$ cat src/rtl/sd_upsize.sv
// srdy/drdy width upsizer: gathers narrow beats into one wide word with a per-lane
// valid mask; c_last closes a word early so packet tails leave as partial words.
module sd_upsize #(
    parameter int in_width = 8,
    parameter int ratio    = 4,
    parameter int lw       = 2
) (
    input  logic                      clk,
    input  logic                      reset_n,
    input  logic                      c_srdy,
    output logic                      c_drdy,
    input  logic [in_width-1:0]       c_data,
    input  logic                      c_last,
    output logic                      p_srdy,
    input  logic                      p_drdy,
    output logic [in_width*ratio-1:0] p_data,
    output logic [ratio-1:0]          p_mask,
    output logic                      p_last
);

    localparam int              OUT_W     = in_width * ratio;
    localparam logic [lw-1:0]   LAST_LANE = lw'(ratio - 1);

    if (ratio < 2 || lw != $clog2(ratio)) begin : g_bad_params
        $error("sd_upsize: ratio must be >= 2 and lw must equal clog2(ratio)");
    end

    // Accumulator
    logic [OUT_W-1:0] r_acc_data;
    logic [ratio-1:0] r_acc_mask;
    logic [lw-1:0]    r_lane;

    // Output register
    logic [OUT_W-1:0] r_p_data;
    logic [ratio-1:0] r_p_mask;
    logic             r_p_last;
    logic             r_p_srdy;

    logic             w_c_xfer;
    logic             w_p_xfer;
    logic             w_complete;
    logic [OUT_W-1:0] w_merged_data;
    logic [ratio-1:0] w_merged_mask;

    // Accept whenever the output register is empty or being drained this cycle.
    assign c_drdy   = !r_p_srdy || p_drdy;
    assign w_c_xfer = c_srdy && c_drdy;
    assign w_p_xfer = r_p_srdy && p_drdy;

    // NOTE: every always_comb output gets a default first, so no path can infer a latch.
    always_comb begin
        w_merged_data = r_acc_data;
        w_merged_mask = r_acc_mask;
        w_merged_data[r_lane*in_width +: in_width] = c_data;
        w_merged_mask[r_lane] = 1'b1;
        w_complete = (r_lane == LAST_LANE) || c_last;
    end

    // NOTE: sequential state uses non-blocking assignments so every register updates
    // from pre-edge values regardless of statement order.
    always_ff @(posedge clk or negedge reset_n) begin
        if (!reset_n) begin
            r_acc_data <= '0;
            r_acc_mask <= '0;
            r_lane     <= '0;
            r_p_data   <= '0;
            r_p_mask   <= '0;
            r_p_last   <= 1'b0;
            r_p_srdy   <= 1'b0;
        end else begin
            if (w_c_xfer && w_complete) begin
                // Completing beat bypasses the accumulator straight into the output register.
                r_p_data   <= w_merged_data;
                r_p_mask   <= w_merged_mask;
                r_p_last   <= c_last;
                r_p_srdy   <= 1'b1;
                r_acc_data <= '0;
                r_acc_mask <= '0;
                r_lane     <= '0;
            end else begin
                if (w_c_xfer) begin
                    r_acc_data <= w_merged_data;
                    r_acc_mask <= w_merged_mask;
                    r_lane     <= r_lane + lw'(1);
                end
                if (w_p_xfer) begin
                    r_p_srdy <= 1'b0;
                end
            end
        end
    end

    assign p_srdy = r_p_srdy;
    assign p_data = r_p_data;
    assign p_mask = r_p_mask;
    assign p_last = r_p_last;

endmodule
$ cat config.mk
export PLATFORM = sky130hd
export DESIGN_NAME = sd_upsize
export DESIGN_NICKNAME = d
export VERILOG_FILES = /design/src/rtl/sd_upsize.sv
export SDC_FILE = /design/constraint.sdc
export NUM_CORES = 1
export LEC_CHECK = 0
export BUFFER_PORTS_ARGS = -buffer_cell sky130_fd_sc_hd__buf_2
export CORE_AREA = 2 2 81 83
export DETAILED_ROUTE_END_ITERATION = 7
export DIE_AREA = 0 0 83 85
export MAX_ROUTING_LAYER = met4
export PLACE_DENSITY = 0.81
export SLEW_MARGIN = 40
export SYNTH_ARGS = -nofsm -noshare
export SYNTH_HDL_FRONTEND = slang
export SYNTH_SLANG_ARGS = --single-unit
$ cat constraint.sdc
create_clock -name clk -period 3.3 [get_ports clk]
set_clock_uncertainty 0.05 [all_clocks]
set_input_delay 0.99 -clock clk [delete_from_list [all_inputs] [get_ports clk]]
set_output_delay 0.99 -clock clk [all_outputs]
set_load 0.01 [all_outputs]
* After elaboration in Yosys (flattened, before gate mapping) *
Index checks and enable logic that the tools add are counted.

word-level totals
  register bits = 76
  bits of input ports = 13
  output and inout bits = 39
  logic and storage cells = 35

cells by class
  $add $sub $neg = 2
  $lt $le $gt $ge = 2
  equal/unequal tests = 1
  shifts and indexed selects = 2
  multiplexer cells = 11
  bitwise operators = 1
  reduce and logical (&&, ||, !) cells = 9

operators with widths
  cell                       number
  $mux W32                   2
  $neg A5 Y34                1
  $shift A8 B34 Y32 const A  1
  $shiftx A8 B34 Y32         1
  $bwmux W32                 1
  $mux W4                    2
  $logic_and A1 B1 Y1        4
  $mux W2                    2
  $or A4 B4 Y4               1
  $reduce_bool A2 Y1         2
  $lt A2 B3 Y1 const B       1
  $mux W1                    3
  $add A2 B1 Y2 const B      1
  $demux W1 S2               1
  $eq A2 B2 Y1 const B       1
  $ge A2 B1 Y1 const B       1
  $logic_or A1 B1 Y1         2
  $logic_not A1 Y1           1

* Depth between registers and ports, before layout *
Gate-level depths: netlist of the first run.

  depth after elaboration = 7
  mapped depth = 8
  mapped depth without buffers = 5

* Worst setup path before layout of the first run *
Ideal clock, no wire load.

  path type = input to output
  start point = input p_drdy
  end point = output c_drdy
  arrival time = 1.615 ns
  data required time = 2.260 ns
  slack = 0.645 ns
  cell stages on the path = 4
  path buffers = 2
  cells stage by stage = nor2b_2 -> inv_2 -> buf_4 -> buf_4

between the ends
  word-level cells in the longest chain between the ends = 1

ends and longest elaborated chain
  element             RTL line  RTL
  start: declaration  15        input logic p_drdy,
  $logic_or A1 B1 Y1  46        assign c_drdy = !r_p_srdy || p_drdy;
  end: declaration    11        output logic c_drdy,

Every way passes these cells.

* Final worst setup path of the first run *
Same ends and word-level chain as after synthesis.

==> impl_results.md, run 1 <==
- Initial Util: 0.5796
- Netlist cell types: 35
- Vias/cell: roughly 6.3
- CTS buffer count: 9
- Vias in the first global route: 2715
- Fillers: 483
- Inserted Diodes: 0
- Worst EP required: roughly 2.3 ns
- Mapped Area: approximately 0.0036 sq mm
- Htree depth: 3
- Placed inst area: 0.003819 sq mm
- Post-synth top area share: 0.5289
- Nets: 384
- Die Y: between 80 and 90 microns
- Via count: 2797
- Synth Warn #: 0
- CP cell instances: buf_2 > nor2b_2 > inv_2 > buf_2
- Clock-pin slew on the worst setup and hold paths: around 0.07 ns
- F_max: approximately 390 MHz
- CP arrival: approximately 1.5 ns
- Multi-input gate area: between 0.001 and 0.0015 sq mm
- Crit Path Max Fanout: 3
- Hold_buf cts: 0
- Die area: between 0.007 and 0.008 sq mm
- Clk sinks: 76
- Drt drc: 0
- Number of I/O port buffers: ~50
- Flip-flop and latch area: around 0.0019 sq mm
- Placement Rows: 29
- Final Critical Period: approximately 2.6 ns
- Ports: between 50 and 60
- Root Buffer: clkbuf_8
- Wire per inst: around 19 microns
- DRT antenna net count: 0
- Slowest stage delay, CP: 0.23 ns
- Mapped Cells: 326
- CP dominant cell by count: buf_2
- Slowest CP cell: nor2b_2
- Status: finished, final reports clean
- Hold/Removal Path Class: reg -> reg
- #FFs+latches synth: 76
- Slew Limit Headroom: 0.5413
- # resized after CTS: 0
- Layout area overhead: 13.15%
- Final Hold Viols: 0
- Critical Path Start Type: input port
- Synth area leader: dfrtp_1
- Maximum vdd drop: approximately 0.38 mV
- RSZ-0062 raised after global routing: false
- Initial antenna violation count: 0
- Post-Layout Cell Count: 445
- Postcts setup bufs: 0
- Pleak: ~1.9 nW
- First-pass GRT wire length: roughly 14000 microns
- Net count after synthesis: roughly 350
- Setup CP Type: in -> out
- DIE WIDTH: between 80 and 90 microns
- Commonest non-fill, non-tap cells in the layout: 76 x dfrtp_1, 50 x buf_2, 48 x a21oi_1
- First DRT Iteration DRCs: ~220
- Hpwl dp: between 5000 and 6000 microns
- Gr ovfl total: 0
- Share of layout cells above drive strength 1: 0.2228
- Core Footprint: around 0.0062 sq mm
- Worst-Margin Slew: between 0.6 and 0.7 ns
- Max-Cap Viols: 0
- Max clock buf depth: 2
- Cells after DPL: around 430
- Final setup viols: 0
- Routability cong.: between 0.8 and 0.9
- Drt total wl: approximately 8500 microns
- Syn avg cell area: 11.03 sq um
- Fin crit share: 0.7805
- R2r setup slk: ~0.95 ns
- Total power draw: around 2.7 mW
- CTS tree: built
- PD cells: roughly 660 mW/mm^2
- Setup TNS: 0 ns
- Largest net degree at the start of global routing: 77
- Drt pass-1 iters: 4
- Most common cell after layout, fill and taps aside: dfrtp_1
- Critical Path End Type: output port
- Register area share after synthesis: 0.5289
- Final-report max-slew violation count: 0
- Worst-Skew Late Latency: 0.35 ns
- Top area cells in the synthesized netlist: dfrtp_1 53%, a21oi_1 6.7%, a22o_1 6.1%
- Gr usage total: 0.2647
- Design Area, Final: just over 0.004 sq mm
## critical path: cells and delay by family
| family | cells | cell delay (ns) |
|---|---|---|
| buf+inv | 3 | 0.32 |
| simple gates | 1 | 0.23 |
## state kept, by name, indices dropped and copies added, names as in the netlist
register / cells
p_data: 32
p_last: 1
p_mask: 4
p_srdy: 1
r_acc_data: 32
r_acc_mask: 4
r_lane: 2
## routing by layer
layer,routed length (microns),track usage
met1,3778,0.3746
met5,0,-
met2,3967,0.3886
met3,649,0.05350
met4,115,0.08495
## path summary, 6_finish.rpt
check | cells past startpoint | endpoint | start
worst min register to register | 1 | r_acc_data[23] | r_acc_data[23]
worst min-delay path | 1 | r_acc_data[23] | r_acc_data[23]
max in group asynchronous | 1 | p_data[31] | reset_n
worst max register to register | 6 | r_acc_data[10] | r_lane[0]
worst max-delay path | 4 | c_drdy | p_drdy
min in group asynchronous | 1 | p_data[25] | reset_n
## cell type report
type,instances,area share
Clock buffer,12,0.03813
Clock inverter,4,0.02337
Inverter,12,0.01107
Multi-Input combinational cell,206,0.3592
Sequential cell,76,0.4674
Tap cell,77,0.02368
Timing Repair Buffer,58,0.07718
## power by group
part / switching [mW] / internal (mW) / total [mW]
clock: 0.337 / 0.543 / 0.880
combinational: 0.388 / 0.250 / 0.639
sequential: 0.0831 / 1.08 / 1.16
## synthesized netlist by cell type
cell / count
a21oi_1: 48
a22o_1: 25
a311oi_1: 1
a31oi_1: 32
a32o_1: 9
and2_1: 1
and2b_1: 9
and4_1: 3
and4b_1: 1
and4bb_1: 2
buf_1: 6
buf_2: 12
buf_4: 7
buf_6: 4
clkbuf_1: 2
clkbuf_2: 1
dfrtp_1: 76
ha_1: 8
inv_1: 11
inv_2: 1
mux2_2: 1
nand2_1: 4
nand2b_1: 2
nand3_1: 1
nand4bb_1: 1
nor2_1: 9
nor2b_1: 16
nor2b_2: 1
nor3_1: 1
nor3_4: 1
nor3b_1: 9
o211ai_2: 4
o21ai_0: 8
o32a_1: 8
or2_1: 1
## cells by family (layout without fill, tap and decap cells)
family,after synthesis,after routing,share of synthesized area
adders and majority gates,8,8,0.02784
DFF,76,76,0.5289
buffers and inverters,44,86,0.06611
AOI/OAI and AO/OA,135,135,0.2582
muxes,1,1,0.003131
and+or+nand+nor,62,62,0.1159
## stage by stage
step | hold slack (ns) | worst slack, ns | utilization
6_report | 0.4462 | 0.7243 | 0.6558
5_1_grt | 0.4663 | 0.6453 | 0.6558
4_1_cts | 0.4479 | 0.7212 | 0.6558
3_5_place_dp | 0.4304 | 0.6876 | 0.6154
3_3_place_gp | 0.4229 | 0.6979 | 0.6148
2_1_floorplan | 0.4047 | 0.6447 | -
(Power assumes the default switching activity.)
==> inputs of run 2 (changes only) <==
- CORE_AREA: 2 2 81 83 -> 2 2 83 85
- DIE_AREA: 0 0 83 85 -> 0 0 85 87
- PLACE_DENSITY: 0.81 -> 0.78
- clock period: 3.3 -> 2.4 ns (I/O delays scaled with it)
==> impl_results.md, run 2 (same netlist as run 1, synthesis figures left out) <==
- Drt pass-1 iters: 5 (+1)
- Gr ovfl total: 0 (unchanged)
- CTS tree: built
- Worst EP required: 2.63 ns (+0.37 ns)
- Initial Util: 0.5474 (-0.03212)
- Hold/Removal Path Class: in -> async
- Worst-Margin Slew: 0.5643 ns (-0.1200 ns)
- Routability cong.: 0.8034 (+0.35%)
- Commonest non-fill, non-tap cells in the layout: 76 x dfrtp_1, 51 x buf_2, 48 x a21oi_1
- Dpl ws: 0.2740 ns (-0.4136 ns)
- Ports: 52 (unchanged)
- # resized after CTS: 0 (unchanged)
- Family with the most delay on the worst path: simple AND/OR/NAND/NOR gates
- Slew Limit Headroom: 0.6224 (+0.08108)
- Final Worst Setup Slack: 0.2299 ns (-0.4944 ns)
- CP arrival: 2.40 ns (+0.86 ns)
- Die area: 0.007395 sq mm (+4.8%)
- Maximum vdd drop: 0.4738 mV (+24%)
- Post-Layout Cell Count: 456 (+2.5%)
- F_max: approximately 460 MHz
- Worst flop-to-flop path startpoint: r_lane[0]
- First DRT Iteration DRCs: 340 (+53%)
- WP buf/inv: 1 (-2)
- Critical Path End Type: register
- Largest net degree at the start of global routing: 77 (unchanged)
- Setup CP Type: reg -> reg
- Number of I/O port buffers: 51 (unchanged)
- Max-Cap Viols: 0 (unchanged)
- Htree depth: 3 (unchanged)
- Gr usage total: 0.2520 (-0.01268)
- Initial antenna violation count: 0 (unchanged)
- Final setup viols: 0 (unchanged)
- Layout area overhead: 13.85%
- Critical Path Start Type: register
- Wire per inst: 18.86 microns (-1.3%)
- RSZ-0062 raised after global routing: false
- Pleak: 1.856 nW (+0.26%)
- CP cell instances: inv_1 > ha_1 > nand4bb_1 > nor2_1 > a32o_1
- Fillers: 530 (+9.7%)
- DRT antenna net count: 0 (unchanged)
- Vias in the first global route: 2669 (-1.7%)
- Most common cell after layout, fill and taps aside: dfrtp_1
- Clk sinks: 76 (unchanged)
- Reg2Reg Depth: 5 (-1)
- Slowest stage delay, CP: 0.52 ns (+0.29 ns)
- Final Critical Period: roughly 2.2 ns
- PD cells: 845.4 mW/mm^2 (+28%)
- Final-report max-slew violation count: 0 (unchanged)
- Hpwl dp: 5610 microns (+3.4%)
- Hold_buf cts: 0 (unchanged)
- Via count: 2856 (+2.1%)
- Nets: 392 (+2.1%)
- Die Y: 87 microns (+2.4%)
- Drt drc: 0 (unchanged)
- Status: finished, final reports clean
- Cells after DPL: 440 (+2.6%)
- Root Buffer: clkbuf_8
- Share of layout cells above drive strength 1: 0.2394 (+0.01654)
- Inserted Diodes: 0 (unchanged)
- Reg-to-Reg End: r_acc_data[18]
- Final Hold Viols: 0 (unchanged)
- R2r setup slk: 0.23 ns (-0.72 ns)
- Setup TNS: 0 ns (unchanged)
- CTS buffer count: 9 (unchanged)
- Worst-Skew Late Latency: 0.35 ns (about the same)
- Total power draw: 3.461 mW (+29%)
- Max clock buf depth: 2 (unchanged)
- Placement Rows: 30 (+3.4%)
- First-pass GRT wire length: 14080 microns (-0.78%)
- Clock-pin slew on the worst setup and hold paths: 0.08 ns (about the same)
- Core Footprint: 0.006569 sq mm (+5.9%)
- Drt total wl: 8602 microns (+1.1%)
- Postcts setup bufs: 0 (unchanged)
- Fin crit share: 0.9042
- Slowest CP cell: nor2_1
- DIE WIDTH: 85 microns (+2.4%)
- Crit Path Max Fanout: 8 (+5)
- Vias/cell: 6.263 (-0.35%)
==> run 2: metal layers <==
metal | part of all wire | global-route usage | wire [microns] | up-vias
met5 | 0 | - | 0 | -
met4 | 0.015 | 0.09380 | 133 | 0
met3 | 0.065 | 0.05308 | 555 | 17
met2 | 0.46 | 0.3494 | 3972 | 112
met1 | 0.46 | 0.3661 | 3941 | 1421
li1 | - | - | - | 1306
==> run 2: power breakdown <==
group	leakage (nW)	internal (mW)	switching, mW
Sequential	0.974	1.48	0.113
Clock	0.0845	0.478	0.485
Combinational	0.797	0.371	0.535
==> run 2: through the flow <==
stage / hold slack (ns) / instance area (sq um) / util
6_report: 0.3334 / 4094 / 0.6232
5_1_grt: 0.3684 / 4094 / 0.6232
4_1_cts: 0.3561 / 4094 / 0.6232
3_5_place_dp: 0.4310 / 3901 / 0.5939
3_3_place_gp: 0.4206 / 3901 / 0.5939
2_1_floorplan: 0.3744 / 3596 / -
==> run 2: cell type report <==
cell class	count	area, sq um	share of cell area
clock inverter	6	65.06	0.01589
clock buffer	10	127.6	0.03117
tap	80	100.1	0.02445
multi-input combinational	206	1461	0.3570
sequential	76	1902	0.4645
timing repair buffer	66	392.9	0.09597
inverter	12	45.04	0.01100
==> run 2: how the worst max path moves through the flow <==
stage / startpoint / cells after the start / endpoint
floorplan: r_lane[0] / 8 / r_acc_data[0]
detailed placement: r_lane[0] / 5 / r_acc_data[13]
global route: r_lane[0] / 5 / r_acc_data[18]
global placement: r_lane[0] / 5 / r_acc_data[15]
finish: r_lane[0] / 5 / r_acc_data[18]
CTS: r_lane[0] / 5 / r_acc_data[10]
